===== config.mk =====
export PLATFORM = sky130hd
export DESIGN_NAME = alu_cmd_sequencer
export DESIGN_NICKNAME = d
export VERILOG_FILES = /design/src/rtl/alu_cmd_sequencer.sv
export SDC_FILE = /design/constraint.sdc
export NUM_CORES = 1
export LEC_CHECK = 0
export ABC_AREA = 1
export CAP_MARGIN = 20
export CORE_ASPECT_RATIO = 1.5
export CORE_UTILIZATION = 49
export DETAILED_ROUTE_END_ITERATION = 6
export DONT_BUFFER_PORTS = 1
export GPL_ROUTABILITY_DRIVEN = 0
export SLEW_MARGIN = 10
export SYNTH_ARGS = -nofsm -noshare
export SYNTH_HDL_FRONTEND = slang
export SYNTH_SLANG_ARGS = --single-unit

===== constraint.sdc =====
create_clock -name clk -period 2.6 [get_ports clk]
set_input_delay 0.78 -clock clk [delete_from_list [all_inputs] [get_ports clk]]
set_output_delay 0.78 -clock clk [all_outputs]
set_load 0.005 [all_outputs]

===== src/rtl/alu_cmd_sequencer.sv =====
// Command/response front end for the registered 4-bit ALU wrapper.
// Commands drive the wrapper from registers, a valid-bit tracker follows each
// one through the wrapper latency, and results land in an in-order response
// FIFO. Credits (in-flight + buffered < DEPTH) guarantee a capture always has room.
module alu_cmd_sequencer #(
  parameter int unsigned ALU_LAT = 2,
  parameter int unsigned DEPTH   = 4,
  parameter int unsigned TAG_W   = 2
) (
  input  logic             clk,
  input  logic             rst_n,
  input  logic             cmd_valid,
  output logic             cmd_ready,
  input  logic [3:0]       cmd_a,
  input  logic [3:0]       cmd_b,
  input  logic [2:0]       cmd_op,
  output logic [3:0]       alu_a,
  output logic [3:0]       alu_b,
  output logic [2:0]       alu_op,
  input  logic [3:0]       alu_result,
  input  logic             alu_carry,
  output logic             rsp_valid,
  input  logic             rsp_ready,
  output logic [3:0]       rsp_result,
  output logic             rsp_carry,
  output logic [TAG_W-1:0] rsp_tag,
  output logic             busy
);

  localparam int unsigned CNT_W = $clog2(DEPTH + ALU_LAT + 2);
  localparam int unsigned PTR_W = (DEPTH > 1) ? $clog2(DEPTH) : 1;

  typedef struct packed {
    logic [3:0]       result;
    logic             carry;
    logic [TAG_W-1:0] tag;
  } rsp_ent_t;

  logic [ALU_LAT:0] pipe_vld;
  logic [TAG_W-1:0] pipe_tag [ALU_LAT+1];
  logic [TAG_W-1:0] tag_cnt;
  rsp_ent_t         mem [DEPTH];
  rsp_ent_t         head;
  logic [PTR_W-1:0] wr_ptr;
  logic [PTR_W-1:0] rd_ptr;
  logic [CNT_W-1:0] fifo_count;
  logic [CNT_W-1:0] inflight;
  logic             accept;
  logic             push;
  logic             pop;

  function automatic logic [PTR_W-1:0] ptr_inc(input logic [PTR_W-1:0] p);
    return (p == PTR_W'(DEPTH - 1)) ? '0 : p + PTR_W'(1);
  endfunction

  // Count of commands still travelling through the wrapper.
  always_comb begin
    inflight = '0;
    for (int unsigned i = 0; i <= ALU_LAT; i++) begin
      inflight = inflight + CNT_W'(pipe_vld[i]);
    end
  end

  assign cmd_ready = (inflight + fifo_count) < CNT_W'(DEPTH);
  assign accept    = cmd_valid && cmd_ready;
  assign push      = pipe_vld[ALU_LAT];
  assign rsp_valid = (fifo_count != '0);
  assign pop       = rsp_valid && rsp_ready;
  assign busy      = (pipe_vld != '0) || (fifo_count != '0);

  assign head       = mem[rd_ptr];
  assign rsp_result = head.result;
  assign rsp_carry  = head.carry;
  assign rsp_tag    = head.tag;

  // Operand registers feeding the wrapper; hold when nothing is accepted.
  always_ff @(posedge clk or negedge rst_n) begin
    if (!rst_n) begin
      alu_a  <= '0;
      alu_b  <= '0;
      alu_op <= '0;
    end else if (accept) begin
      alu_a  <= cmd_a;
      alu_b  <= cmd_b;
      alu_op <= cmd_op;
    end
  end

  // Sequence tag stamped on each accepted command.
  always_ff @(posedge clk or negedge rst_n) begin
    if (!rst_n) begin
      tag_cnt <= '0;
    end else if (accept) begin
      tag_cnt <= tag_cnt + TAG_W'(1);
    end
  end

  // Latency tracker: valid bits and tags shift one stage every edge.
  always_ff @(posedge clk or negedge rst_n) begin
    if (!rst_n) begin
      pipe_vld <= '0;
      for (int unsigned i = 0; i <= ALU_LAT; i++) begin
        pipe_tag[i] <= '0;
      end
    end else begin
      pipe_vld[0] <= accept;
      pipe_tag[0] <= tag_cnt;
      for (int unsigned i = 1; i <= ALU_LAT; i++) begin
        pipe_vld[i] <= pipe_vld[i-1];
        pipe_tag[i] <= pipe_tag[i-1];
      end
    end
  end

  // Response FIFO: capture at the tracker tail, pop on handshake.
  always_ff @(posedge clk or negedge rst_n) begin
    if (!rst_n) begin
      for (int unsigned i = 0; i < DEPTH; i++) begin
        mem[i] <= '0;
      end
      wr_ptr     <= '0;
      rd_ptr     <= '0;
      fifo_count <= '0;
    end else begin
      if (push) begin
        mem[wr_ptr] <= '{result: alu_result, carry: alu_carry, tag: pipe_tag[ALU_LAT]};
        wr_ptr      <= ptr_inc(wr_ptr);
      end
      if (pop) begin
        rd_ptr <= ptr_inc(rd_ptr);
      end
      fifo_count <= fifo_count + CNT_W'(push) - CNT_W'(pop);
    end
  end

endmodule


Word level (Yosys, flattened, before mapping)
Cells that the tools add are included.
{"block": "op_classes", "addsub": 8, "multipliers": 0, "div": 0, "order_cmp": 4, "n_eq_ne": 2, "shifts": 0, "n_mux": 8, "n_bitwise": 2, "reduce_logical": 6}
{"operator": "bitwise mux 28 bit", "n": 1}
{"operator": "two-way mux 7 bit", "n": 3}
{"operator": "binary-select mux 7 bit (select 2 bit)", "n": 1}
{"operator": "demux 7 bit (select 2 bit)", "n": 1}
{"operator": "adder 2 x 1 -> 2 bit, second input constant", "n": 3}
{"operator": "greater-or-equal comparator 3 bit, second input constant", "n": 2}
{"operator": "NOT 2 -> 3 bit", "n": 2}
{"operator": "nonzero test 3 bit", "n": 2}
{"operator": "== test 2 bit, second input constant", "n": 2}
{"operator": "two-way mux 2 bit", "n": 2}
{"operator": "adder 2 x 1 -> 3 bit", "n": 1}
{"operator": "adder 3 x 1 -> 3 bit", "n": 1}
{"operator": "adder 3 bit", "n": 1}
{"operator": "logical AND 1 bit", "n": 3}
{"operator": "less-than comparator 3 x 1 -> 1 bit, second input constant", "n": 1}
{"operator": "less-than comparator 3 bit, second input constant", "n": 1}
{"operator": "subtractor 3 x 1 -> 3 bit", "n": 1}
{"operator": "adder 1 x 1 -> 2 bit", "n": 1}
{"operator": "logical OR 1 bit", "n": 1}
{"block": "word_totals", "register_bits": 57, "latch_bits": 0, "ramBits": 0, "rom_bits": 0, "inputBits": 20, "n_memories": 0}

Depth between registers and ports, before layout
{"block": "depth", "ltp_word": 6, "mapped_depth": 11, "ltp_nobuf": 11}

Worst setup path after synthesis
OpenSTA, ideal clock, no wires.
{"block": "synth_timing", "kind": "register to output", "startpoint": "register pipe_vld[0]", "endpoint": "output port cmd_ready", "arrival_ns": 1.614, "required_time_ns": 1.820, "slack_ns": 0.206, "path_stages_with_launch": 9, "path_cell_list": "dfrtp_1 fa_1 ha_1 nand3_4 nand2_2 nand2_4 buf_4 nand2_1 inv_1"}
{"block": "synth_between", "elab_chain_cells": 4}
{"item": "start, declared", "line_no": "39", "source": "logic [ALU_LAT:0] pipe_vld;"}
{"item": "start signal, assigned", "line_no": "106", "source": "pipe_vld[0] <= accept;"}
{"item": "start signal, assigned by index", "line_no": "109", "source": "pipe_vld[i] <= pipe_vld[i-1];"}
{"item": "adder 1 x 1 -> 2 bit", "line_no": "60", "source": "inflight = inflight + CNT_W'(pipe_vld[i]);"}
{"item": "adder 2 x 1 -> 3 bit", "line_no": "60"}
{"item": "adder 3 bit", "line_no": "64", "source": "assign cmd_ready = (inflight + fifo_count) < CNT_W'(DEPTH);"}
{"item": "less-than comparator 3 bit", "line_no": "64"}
{"item": "end, declared", "line_no": "13", "source": "output logic cmd_ready,"}
No other way between the ends.

Worst setup path after layout
{"block": "layout_timing", "startpoint": "register fifo_count[0]", "endpoint": "output port cmd_ready"}
{"block": "layout_between", "elab_chain_cells": 2}
{"item": "start, declared", "line_no": "46", "source": "logic [CNT_W-1:0] fifo_count;"}
{"item": "start signal, assigned", "line_no": "132", "source": "fifo_count <= fifo_count + CNT_W'(push) - CNT_W'(pop);"}
{"item": "adder 3 bit", "line_no": "64"}
{"item": "less-than comparator 3 bit", "line_no": "64"}
No other way between the ends.

==> impl_metrics.json <==
{
  "switchingPower_w": 0.00142,
  "die_h_um": 89.7,
  "routed_via_density": 5.23,
  "yosysUniqueCellTypes": 19,
  "dpl_worst_slack_ps": 315,
  "grt_pass1_vias": 1733,
  "wl_per_cell_um": 13.6,
  "port_buffers": 0,
  "antenna_found_initial": 0,
  "clockBufferDepth": 2,
  "drt_first_pass_iters": 4,
  "hpwlAfterDp_um": 3010,
  "synth_top_area_share_pct": 56.7,
  "fillCellCount": 479,
  "status": "complete, no violations",
  "synth_area_um2": 2510,
  "nNetsFinal": 297,
  "rows": 31,
  "drcViolationCount": 0,
  "r2r_start": "fifo_count[1]$_DFF_PN0_",
  "cp_data_required_time_ps": 1820,
  "worstSetupPathType": "flip-flop to output port",
  "core_area_um2": 4890,
  "crit_top_cell": "nand2_4",
  "clockRootBuffer": "clkbuf_8",
  "utilization_pct": 56.3,
  "initial_utilization_pct": 51.4,
  "power_frac_clock_pct": 19.7,
  "grt_overflow": 0,
  "synth_warnings": 0,
  "die-area_um2": 5430,
  "crit_fanout": 2,
  "insertedDiodeCount": 0,
  "maxCapViolCount": 0,
  "setup.worst_path.start": "fifo_count[0]$_DFF_PN0_",
  "p_sw_share_pct": 38.7,
  "worstRegToRegCells": 11,
  "arrival_ps": 1750,
  "seq_area_frac_synth_pct": 56.7,
  "syn_nets": 293,
  "power_frac_seq_pct": 44.2,
  "rsz0062_at_grt": "true",
  "r2r_slack_ps": 460,
  "yosys.area.top_type": "dfrtp_1",
  "antenna_left": 0,
  "fin_skew_ps": 8.76,
  "finalSetupViolCount": 0,
  "drt_iter0_drc": 92,
  "area_growth_pct": 9.46,
  "period_needed_ps": 2530,
  "avgSynthCellArea_um2": 9.59,
  "finalHoldViolCount": 0,
  "startpoint_type": "flip-flop",
  "drive_above_1_share_pct": 9.96,
  "r2r_end": "fifo_count[2]$_DFF_PN0_",
  "max_freq_mhz": 395,
  "critPathCaptureType": "output port",
  "clk_pin_slew_ps": 60,
  "placed_area_um2": 2550,
  "fp.dieW_um": 60.5,
  "synth_area_leaders": "dfrtp_1 57%, nand2_1 9.9%, o21ai_0 9.2%, ha_1 4.5%, inv_1 3.7%",
  "vias": 1764,
  "crit_slowest_cell": "fa_2",
  "ir_drop_uv": 718,
  "relSlewSlack_pct": 67.5,
  "ctsHoldBuffers": 0,
  "ios": 41,
  "crit_chain": "fa_2, ha_4, nand3_4, nand2_4, nand2_4, nand2_2, inv_2",
  "fin_crit_sh_pct": 97.5,
  "leakagePower_nw": 1.36,
  "worstSkewPairLatency_ps": 330,
  "ys_ff_latch": 57,
  "slew_viol_final": 0,
  "cts_tree": "built",
  "grt_start_max_net_pins": 58,
  "internal-power_w": 0.00224,
  "critPathMaxStageDelay_ps": 420,
  "cts_buffers": 9,
  "finalWirelength_um": 4580,
  "track_usage_pct": 19.5,
  "design_area_um2": 2750,
  "worstMarginPinSlew_ps": 487,
  "powerDensity_nw_per_um2": 1330,
  "cts_max_level": 3,
  "grt_first_pass_wirelength_um": 7740,
  "crit_buf_inv": 1,
  "critPathTopFamily": "adder cells",
  "hold_class": "input pin to asynchronous set/reset pin",
  "setup_slack_ps": 66.0,
  "postSynthCellCount": 262,
  "cts.sinks": 57,
  "power_frac_comb_pct": 36.2,
  "cp.depth": 7
}
[timing repair]
action | CTS | global route
buffers inserted | 0 | 1
resized for setup | 2 | 3
endpoints found under the setup margin | 1 | 1
pin swaps | 0 | 1
[flip-flops by register name, summed over array words and instances (netlist names)]
register,count
pipe_tag,6
mem,28
wr_ptr,2
rd_ptr,2
pipe_vld,3
alu_a,4
tag_cnt,2
fifo_count,3
alu_b,4
alu_op,3
[metal layers]
layer,share of wire (%),track usage [%]
met1,42,22.6
met5,0,0
met3,5.5,6.33
met4,2.9,11.6
met2,50,30.5
[power by group through the flow]
stage,Sequential [W],Clock [W],Combinational [W]
after floorplan,0.00155,0,0.00109
after global placement,0.00162,0,0.00125
after detailed placement,0.00163,0,0.00129
after CTS,0.00162,0.000742,0.00132
after global routing,0.00168,0.000781,0.00156
final,0.00162,0.000720,0.00132
[cell usage after synthesis]
cell type and n:
xor2_1 1, nor2_1 17, nand3_4 3, o21ai_0 46
nand2_2 1, nand4_1 13, buf_6 2, buf_2 7
xnor2_1 1, fa_1 2, or3b_2 1, inv_1 25
ha_1 9, o22ai_1 7, nand3_1 1, buf_4 2
nand2_1 66, dfrtp_1 57, nand2_4 1
[layout by cell type, fill, tap and decap left out]
cell type	count
or3b_2	1
o22ai_1	7
nand3_1	1
clkbuf_1	3
nand2_1	65
clkinvlp_4	1
xor2_1	1
ha_1	8
o21ai_0	46
inv_1	24
xnor2_1	1
ha_4	1
nand4_1	13
inv_2	1
fa_2	1
nand3_4	3
fa_1	1
nand2_4	2
buf_4	4
clkinv_2	1
nor2_1	17
clkbuf_8	11
nand2_2	1
dfrtp_1	57
[metrics by stage]
stage                     TNS [ps]  hold slack, ps  std cells  total power (W)
final                            0             139        337          0.00366
after detailed placement         0             339        320          0.00292
after floorplan                  0             331        262          0.00264
after CTS                        0             119        336          0.00368
after global placement           0             335        320          0.00287
after global routing         -22.6             112        337          0.00403
[how the worst max path moves through the flow]
stage / to / slack, ps
2_1_floorplan: cmd_ready / 210
3_3_place_gp: cmd_ready / 340
3_5_place_dp: cmd_ready / 310
4_1_cts: cmd_ready / 10
5_1_grt: cmd_ready / -20
6_report: cmd_ready / 70
[cell type report]
| cell class | count | area, um^2 | share of cell area [%] |
|---|---|---|---|
| clock inverter | 2 | 12.5 | 0.455 |
| sequential | 57 | 1430 | 51.8 |
| clock buffer | 14 | 163 | 5.91 |
| timing repair buffer | 4 | 30.0 | 1.09 |
| multi-input combinational | 169 | 943 | 34.3 |
| inverter | 25 | 93.8 | 3.41 |
| tap | 66 | 82.6 | 3.00 |
[cell families (layout without fill, tap and decap cells)]
logic type               Yosys count  count (layout)  share of synthesized area [%]
AND/OR/NAND/NOR                  103             103                           19.0
XOR/XNOR                           2               2                          0.697
AO/OA/AOI/OAI                     53              53                           10.9
buffers and inverters             36              45                           6.62
adder cells (fa/ha/maj)           11              11                           6.07
flip-flops                        57              57                           56.7
Power figures use the tool's default switching activity.
